## config.mk

```make
export PLATFORM = sky130hd
export DESIGN_NAME = conv_phase_sequencer
export DESIGN_NICKNAME = d
export VERILOG_FILES = /design/src/rtl/conv_phase_sequencer.sv
export SDC_FILE = /design/constraint.sdc
export NUM_CORES = 1
export LEC_CHECK = 0
export ABC_AREA = 0
export CELL_PAD_IN_SITES_DETAIL_PLACEMENT = 0
export CELL_PAD_IN_SITES_GLOBAL_PLACEMENT = 2
export CORE_ASPECT_RATIO = 1.1
export CORE_UTILIZATION = 29
export CTS_BUF_LIST = sky130_fd_sc_hd__clkbuf_2 sky130_fd_sc_hd__clkbuf_4 sky130_fd_sc_hd__clkbuf_8
export CTS_CLUSTER_DIAMETER = 150
export CTS_CLUSTER_SIZE = 8
export DETAILED_ROUTE_END_ITERATION = 16
export GPL_ROUTABILITY_DRIVEN = 1
export PLACE_DENSITY = 0.75
export SYNTH_ARGS = -nofsm -noshare
export SYNTH_HDL_FRONTEND = slang
export SYNTH_SLANG_ARGS = --single-unit
export TNS_END_PERCENT = 100
```

## constraint.sdc

```tcl
create_clock -name clk -period 2.3 [get_ports clk]
set_input_delay 0.69 -clock clk [delete_from_list [all_inputs] [get_ports clk]]
set_output_delay 0.69 -clock clk [all_outputs]
set_load 0.05 [all_outputs]
```

## src/rtl/conv_phase_sequencer.sv

```systemverilog
// conv_phase_sequencer
//   Steps a NUM_STATES-state phase counter (one state per kernel tap) through
//   a programmable number of passes. Each state lasts SUB_DIV clock cycles,
//   tracked by a sub-phase counter on the single system clock. A start/busy/done
//   handshake frames each run; hold stalls the counters and abort ends a run.
//   The line-buffer/MAC array uses state_out/sub_phase as the tap select and
//   the pulses as accumulate/flush strobes.
//
// Ports
//   clk                 system clock, rising edge
//   reset_n             asynchronous active-low reset
//   start               run request, sampled only while idle
//   num_passes          passes to run, latched when start is accepted
//   hold                stall: freezes counters and FSM
//   abort               ends a run on the next edge with no completion pulses
//   state_out           current phase state, 0..NUM_STATES-1
//   sub_phase           cycle index within the current state
//   pass_idx            0-based index of the current pass
//   busy                high while running
//   final_state_reached one-cycle pulse at (NUM_STATES-1, FINAL_SUB) each pass
//   pass_done           one-cycle pulse on the first cycle after each pass
//   done                one-cycle pulse on normal completion of a run
module conv_phase_sequencer #(
  parameter int NUM_STATES = 9,
  parameter int STATE_W    = 4,
  parameter int SUB_DIV    = 4,
  parameter int SUB_W      = 2,
  parameter int FINAL_SUB  = 1,
  parameter int PASS_W     = 8
) (
  input  logic              clk,
  input  logic              reset_n,
  input  logic              start,
  input  logic [PASS_W-1:0] num_passes,
  input  logic              hold,
  input  logic              abort,
  output logic [STATE_W-1:0] state_out,
  output logic [SUB_W-1:0]  sub_phase,
  output logic [PASS_W-1:0] pass_idx,
  output logic              busy,
  output logic              final_state_reached,
  output logic              pass_done,
  output logic              done
);

  typedef enum logic [1:0] {
    IDLE = 2'd0,
    RUN  = 2'd1,
    DONE = 2'd2
  } fsm_t;

  localparam logic [STATE_W-1:0] LAST_STATE = STATE_W'(NUM_STATES - 1);
  localparam logic [SUB_W-1:0]   LAST_SUB   = SUB_W'(SUB_DIV - 1);
  localparam logic [SUB_W-1:0]   FIRE_SUB   = SUB_W'(FINAL_SUB);

  fsm_t               fsm, fsm_nx;
  logic [PASS_W-1:0]  passes_q, passes_nx;
  logic [STATE_W-1:0] state_nx;
  logic [SUB_W-1:0]   sub_nx;
  logic [PASS_W-1:0]  pass_nx;
  logic               busy_nx, final_nx, pass_done_nx, done_nx;

  // Every output is computed here as a next value and registered below, so
  // no input reaches an output combinationally. Pulses default to 0, which is
  // what makes them self-clear after one cycle, including during hold.
  always_comb begin
    fsm_nx       = fsm;
    passes_nx    = passes_q;
    state_nx     = state_out;
    sub_nx       = sub_phase;
    pass_nx      = pass_idx;
    busy_nx      = busy;
    final_nx     = 1'b0;
    pass_done_nx = 1'b0;
    done_nx      = 1'b0;

    case (fsm)
      IDLE: begin
        state_nx = '0;
        sub_nx   = '0;
        pass_nx  = '0;
        busy_nx  = 1'b0;
        if (start && !abort) begin
          passes_nx = num_passes;
          if (num_passes == '0) begin
            // Zero-length run: report completion without any busy cycles.
            fsm_nx  = DONE;
            done_nx = 1'b1;
          end else begin
            fsm_nx  = RUN;
            busy_nx = 1'b1;
          end
        end
      end

      RUN: begin
        if (abort) begin
          fsm_nx   = IDLE;
          state_nx = '0;
          sub_nx   = '0;
          pass_nx  = '0;
          busy_nx  = 1'b0;
        end else if (!hold) begin
          if (sub_phase == LAST_SUB) begin
            sub_nx = '0;
            if (state_out == LAST_STATE) begin
              state_nx     = '0;
              pass_done_nx = 1'b1;
              if (pass_idx == passes_q - PASS_W'(1)) begin
                fsm_nx  = DONE;
                pass_nx = '0;
                busy_nx = 1'b0;
                done_nx = 1'b1;
              end else begin
                pass_nx = pass_idx + PASS_W'(1);
              end
            end else begin
              state_nx = state_out + STATE_W'(1);
            end
          end else begin
            sub_nx = sub_phase + SUB_W'(1);
          end
          // Only an advancing edge can load the firing position, so a held
          // (8,FINAL_SUB) position never re-issues the pulse.
          final_nx = (state_nx == LAST_STATE) && (sub_nx == FIRE_SUB);
        end
      end

      DONE: begin
        fsm_nx   = IDLE;
        state_nx = '0;
        sub_nx   = '0;
        pass_nx  = '0;
        busy_nx  = 1'b0;
      end

      default: begin
        fsm_nx   = IDLE;
        state_nx = '0;
        sub_nx   = '0;
        pass_nx  = '0;
        busy_nx  = 1'b0;
      end
    endcase
  end

  always_ff @(posedge clk or negedge reset_n) begin
    if (!reset_n) begin
      fsm                 <= IDLE;
      passes_q            <= '0;
      state_out           <= '0;
      sub_phase           <= '0;
      pass_idx            <= '0;
      busy                <= 1'b0;
      final_state_reached <= 1'b0;
      pass_done           <= 1'b0;
      done                <= 1'b0;
    end else begin
      fsm                 <= fsm_nx;
      passes_q            <= passes_nx;
      state_out           <= state_nx;
      sub_phase           <= sub_nx;
      pass_idx            <= pass_nx;
      busy                <= busy_nx;
      final_state_reached <= final_nx;
      pass_done           <= pass_done_nx;
      done                <= done_nx;
    end
  end

endmodule

```

## After elaboration in Yosys (flattened, before gate mapping)

Cells that the tools add are included.

| word-level totals | value |
|---|---|
| register bits after elaboration | 28 |
| output and inout bits | 18 |

| operators by class | value |
|---|---|
| add/sub/neg operators | 4 |
| eq/ne operators | 11 |
| muxes and demuxes | 53 |
| reductions and logical operators | 9 |

Operators by type and width:

| cell | count |
|---|---|
| $mux 8 | 6 |
| $mux 4 | 8 |
| $mux 2 | 14 |
| $mux 1 | 22 |
| $ne 3x3->1 const B | 4 |
| $add 8x1->8 const B | 1 |
| $eq 4x4->1 const B | 2 |
| $eq 8x8->1 | 1 |
| $logic_not 8->1 | 1 |
| $sub 8x1->8 const B | 1 |
| $reduce_and 5->1 | 1 |
| $add 4x1->4 const B | 1 |
| $eq 2x1->1 const B | 2 |
| $pmux 1 s2 | 2 |
| $pmux 2 s2 | 1 |
| $reduce_and 4->1 | 1 |
| $reduce_and 3->1 | 1 |
| $add 2x1->2 const B | 1 |
| $eq 2x2->1 const B | 1 |
| $logic_and 1x1->1 | 2 |
| $logic_not 2->1 | 1 |
| $ne 2x2->1 const B | 1 |
| $reduce_and 2->1 | 1 |
| $logic_not 1->1 | 1 |

## Longest topological paths before layout

| depth | value |
|---|---|
| depth after elaboration | 11 |
| depth in mapped cells | 9 |
| depth with buffers taken out | 8 |

## Least setup slack after synthesis

OpenSTA, ideal clock, no wires.

| timing path | value |
|---|---|
| path type | register to register |
| start | reg pass_idx[3] |
| end | reg fsm[1] |
| setup time | 0.067 ns |
| arrival time | 2.099 ns |
| path slack | 0.134 ns |
| cell stages (with the launch flop) | 9 |
| buffers on the path | 2 |
| period minus slack after synthesis | 2.166 ns |
| path through | dfrtp_1 > clkbuf_1 > xor2_1 > xnor2_1 > o2111ai_1 > a311o_1 > buf_6 > o21bai_4 > and3b_1 |

| on the way | value |
|---|---|
| word-level cells in the longest chain between the ends | 3 |

Ends and longest elaborated chain:

| what | line | source |
|---|---|---|
| start, declared | 39 | `output logic [PASS_W-1:0] pass_idx,` |
| start signal, assigned | 163 | `pass_idx <= pass_nx;` |
| $eq 8x8->1 | 109 | `if (pass_idx == passes_q - PASS_W'(1)) begin` |
| $ne 3x3->1 (no line) | - |  |
| $reduce_and 5->1 (no line) | - |  |
| end signal, assigned | 159 | `fsm <= fsm_nx;` |
| end, declared | 56 | `fsm_t fsm, fsm_nx;` |

No other way between the ends.
A chain may end at the register's enable or synchronous reset.

## Worst setup path after layout

| timing path | value |
|---|---|
| start | reg passes_q[1] |
| end | reg fsm[1] |

| on the way | value |
|---|---|
| word-level cells in the longest chain between the ends | 4 |

Ends and longest elaborated chain:

| what | line | source |
|---|---|---|
| start, declared | 57 | `logic [PASS_W-1:0] passes_q, passes_nx;` |
| start signal, assigned | 160 | `passes_q <= passes_nx;` |
| $sub 8x1->8 | 109 |  |
| $eq 8x8->1 | 109 |  |
| $ne 3x3->1 (no line) | - |  |
| $reduce_and 5->1 (no line) | - |  |

No other way between the ends.

==> impl_metrics.json <==
{
  "run_status": "complete, no violations",
  "drv_slew": 0,
  "grt_start_max_net_pins": 29,
  "crit_slowest_cell": "dfrtp_1",
  "drcViolationCount": 0,
  "cp_num_buf_inv": 1,
  "final.period_utilization_pct": 96.8,
  "numCtsBuffers": 3,
  "crit_path_start_kind": "flop",
  "cp_data_arrival_time_ns": 2.45,
  "rows": 28,
  "cts_root_buffer": "clkbuf_8",
  "rsz0062_at_grt": "true",
  "wl_per_cell_um": 14.2,
  "max_freq_mhz": 449,
  "async_flop_share_pct": 100,
  "power_leakage_nw": 0.886,
  "yosysWarnings": 0,
  "seqCellArea_um2": 701,
  "portBuffers": 30,
  "cts_tree": "built",
  "clkSinkCount": 28,
  "clock_skew_ns": 0.00186,
  "diodes": 0,
  "routed-via-count": 1473,
  "netSwitchingPower_uw": 398,
  "die-area_mm2": 0.00594,
  "period_minus_slack_ns": 2.23,
  "ys_seq_area_share_pct": 42.8,
  "seqPwrFrac_pct": 44.0,
  "setup_violations": 0,
  "utilization_pct": 40.4,
  "initial_core_util_pct": 30.3,
  "power_mw": 1.34,
  "die_x_um": 73.6,
  "path_cells": "buf_4, nor4_4, nand4_1, a211o_1, a311o_2, o21bai_4, and3b_1",
  "dpl.hpwl_um": 3040,
  "yosysTopAreaCell": "dfrtp_1",
  "crit_type": "reg -> reg",
  "ff2ff_setup_slack_ns": 0.07,
  "rr_startpoint": "passes_q[1]",
  "clk_path_buf_depth": 2,
  "track_usage_pct": 14.8,
  "rr_worst_depth": 7,
  "syn_inst": 175,
  "syn_to_final_growth_pct": 33.4,
  "ios": 31,
  "fill_cells": 565,
  "worstSetupEndpointType": "flop",
  "intPower_uw": 940,
  "postLayoutSetupSlackWorst_ns": 0.0745,
  "power_density_mw_per_mm2": 613,
  "netlist.area_leader.share_pct": 42.8,
  "ir_worst_vdd_v": 0.000251,
  "gp_congestion": 0.773,
  "yosys-top-cells-count": "dfrtp_1, nand2_1, nor2_1",
  "timing.slew.headroom_pct": 66.4,
  "dp_slack_ns": -0.0732,
  "syn_area_mm2": 0.00164,
  "hold_start": "passes_q[7]",
  "core_area_mm2": 0.00540,
  "die_y_um": 80.8,
  "first_pass_iters": 4,
  "hold_end": "passes_q[7]",
  "wl_um": 4160,
  "hold_viol": 0,
  "max_stage_delay_ns": 0.39,
  "grt_pass1_wl_um": 6800,
  "synthFlopType": "dfrtp_1",
  "fin_tns_setup_ns": 0,
  "antenna_found_initial": 0,
  "drv_cap": 0,
  "critical_path.top_delay_family": "compound AO/OA/AOI/OAI gates",
  "grt_pass1_vias": 1439,
  "ys_types": 41,
  "hold_buffers": 0,
  "critPathMaxFanout": 6,
  "synth_area_leaders": "dfrtp_1, nand2_1, ha_1, xnor2_1, xor2_1",
  "h-tree-depth": 1,
  "whs_path_depth": 1,
  "synth_fp_nets": 194,
  "worstMarginPinSlew_ns": 0.499,
  "drtIter0Drc": 105,
  "worst_r2r_endpoint": "fsm[1]",
  "grt-ovfl-total": 0,
  "nets": 237,
  "multi_input_area_um2": 897,
  "synth_edf_count": 0,
  "hold_class": "reg -> reg",
  "critPathRequiredTime_ns": 2.52,
  "swShare_pct": 29.7,
  "viasPerCell": 5.04,
  "cts_setup_buffers": 0,
  "pwr-share-comb_pct": 26.4,
  "clk_pin_slew_ns": 0.10,
  "synth.most_common_cell": "dfrtp_1",
  "power.share.clock_pct": 29.5,
  "drive_gt1_share_pct": 18.9,
  "worstSkewPairLatency_ns": 0.28,
  "syn_avg_cell_area_um2": 9.34,
  "antenna_left": 0,
  "ys_ff_latch": 28
}
## cells by family after synthesis
kind of cell    synth area share (%)
fa+ha+maj                       4.59
flops                           42.8
xor+xnor                        6.43
mux                             3.37
compound gates                  13.8
simple gates                    24.4
buf+inv                         4.59
## worst register-to-register path: stages (launching register included)
cell	delay [ns]
dfrtp_1	0.39
buf_4	0.14
nor4_4	0.39
nand4_1	0.16
a211o_1	0.32
a311o_2	0.39
o21bai_4	0.19
and3b_1	0.18
## per-layer routing
metal	global-route usage (%)	wire length (um)	vias to the layer above
li1	-	-	709
met1	18.3	1840	731
met2	26.7	2160	29
met3	1.86	114	4
met4	4.62	41	0
met5	0	0	-
## through the flow
stage / instance area, um2 / cells / hold slack [ns]
after floorplan: 1640 / 175 / 0.394
after global routing: 2180 / 292 / 0.576
final: 2180 / 292 / 0.560
after detailed placement: 2080 / 287 / 0.543
after global placement: 2080 / 287 / 0.534
after CTS: 2150 / 291 / 0.567
## state kept, by name, summed over array words and instances, names as in the netlist
name and count:
pass_idx 8, passes_q 8, state_out 4, fsm 2, sub_phase 2, busy 1
done 1, final_state_reached 1, pass_done 1
## cell usage in the layout (no fill, tap or decap), types with 3 or more instances in the layout
cell / n
dfrtp_1: 28
buf_4: 25
nand2_1: 21
clkdlybuf4s50_1: 19
nor2_1: 12
inv_1: 11
nor3_1: 8
o21ai_0: 8
nand3_1: 7
a21oi_1: 7
xor2_1: 6
xnor2_1: 6
a31oi_1: 5
ha_1: 5
mux2_2: 4
nand4_1: 3
nand2b_1: 3
nor4_1: 3
clkbuf_8: 3
## area by class of cell
class                      instances  share of cell area (%)
multi-input combinational        130                    41.1
clock buffer                       3                    1.89
inverter                          11                    1.89
timing repair buffer              44                    17.3
clock inverter                     1                    1.38
tap                               75                    4.30
sequential                        28                    32.1
## power by group through the flow
stage	sequential, mW	clock, mW	combinational (mW)
finish	0.589	0.395	0.353
CTS	0.587	0.403	0.332
global route	0.597	0.427	0.389
detailed placement	0.597	0	0.330
global placement	0.594	0	0.318
floorplan	0.605	0	0.180
## worst max path at each step
stage / start / to / slack, ns / cells past startpoint
after global routing: passes_q[1] / fsm[1] / -0.04 / 8
after CTS: passes_q[0] / fsm[1] / 0.01 / 8
after detailed placement: passes_q[0] / fsm[1] / -0.07 / 8
final: passes_q[1] / fsm[1] / 0.07 / 7
after floorplan: pass_idx[3] / fsm[1] / 0.13 / 8
after global placement: hold / pass_idx[7] / 0.02 / 6
## repair_timing
action / in CTS / in global routing
cloned: 0 / 1
gates resized for setup: 1 / 4
endpoints found under the hold margin: 0 / 0
endpoints found under the setup margin: 7 / 9
pin swaps: 0 / 4
Power figures use the tool's default switching activity.
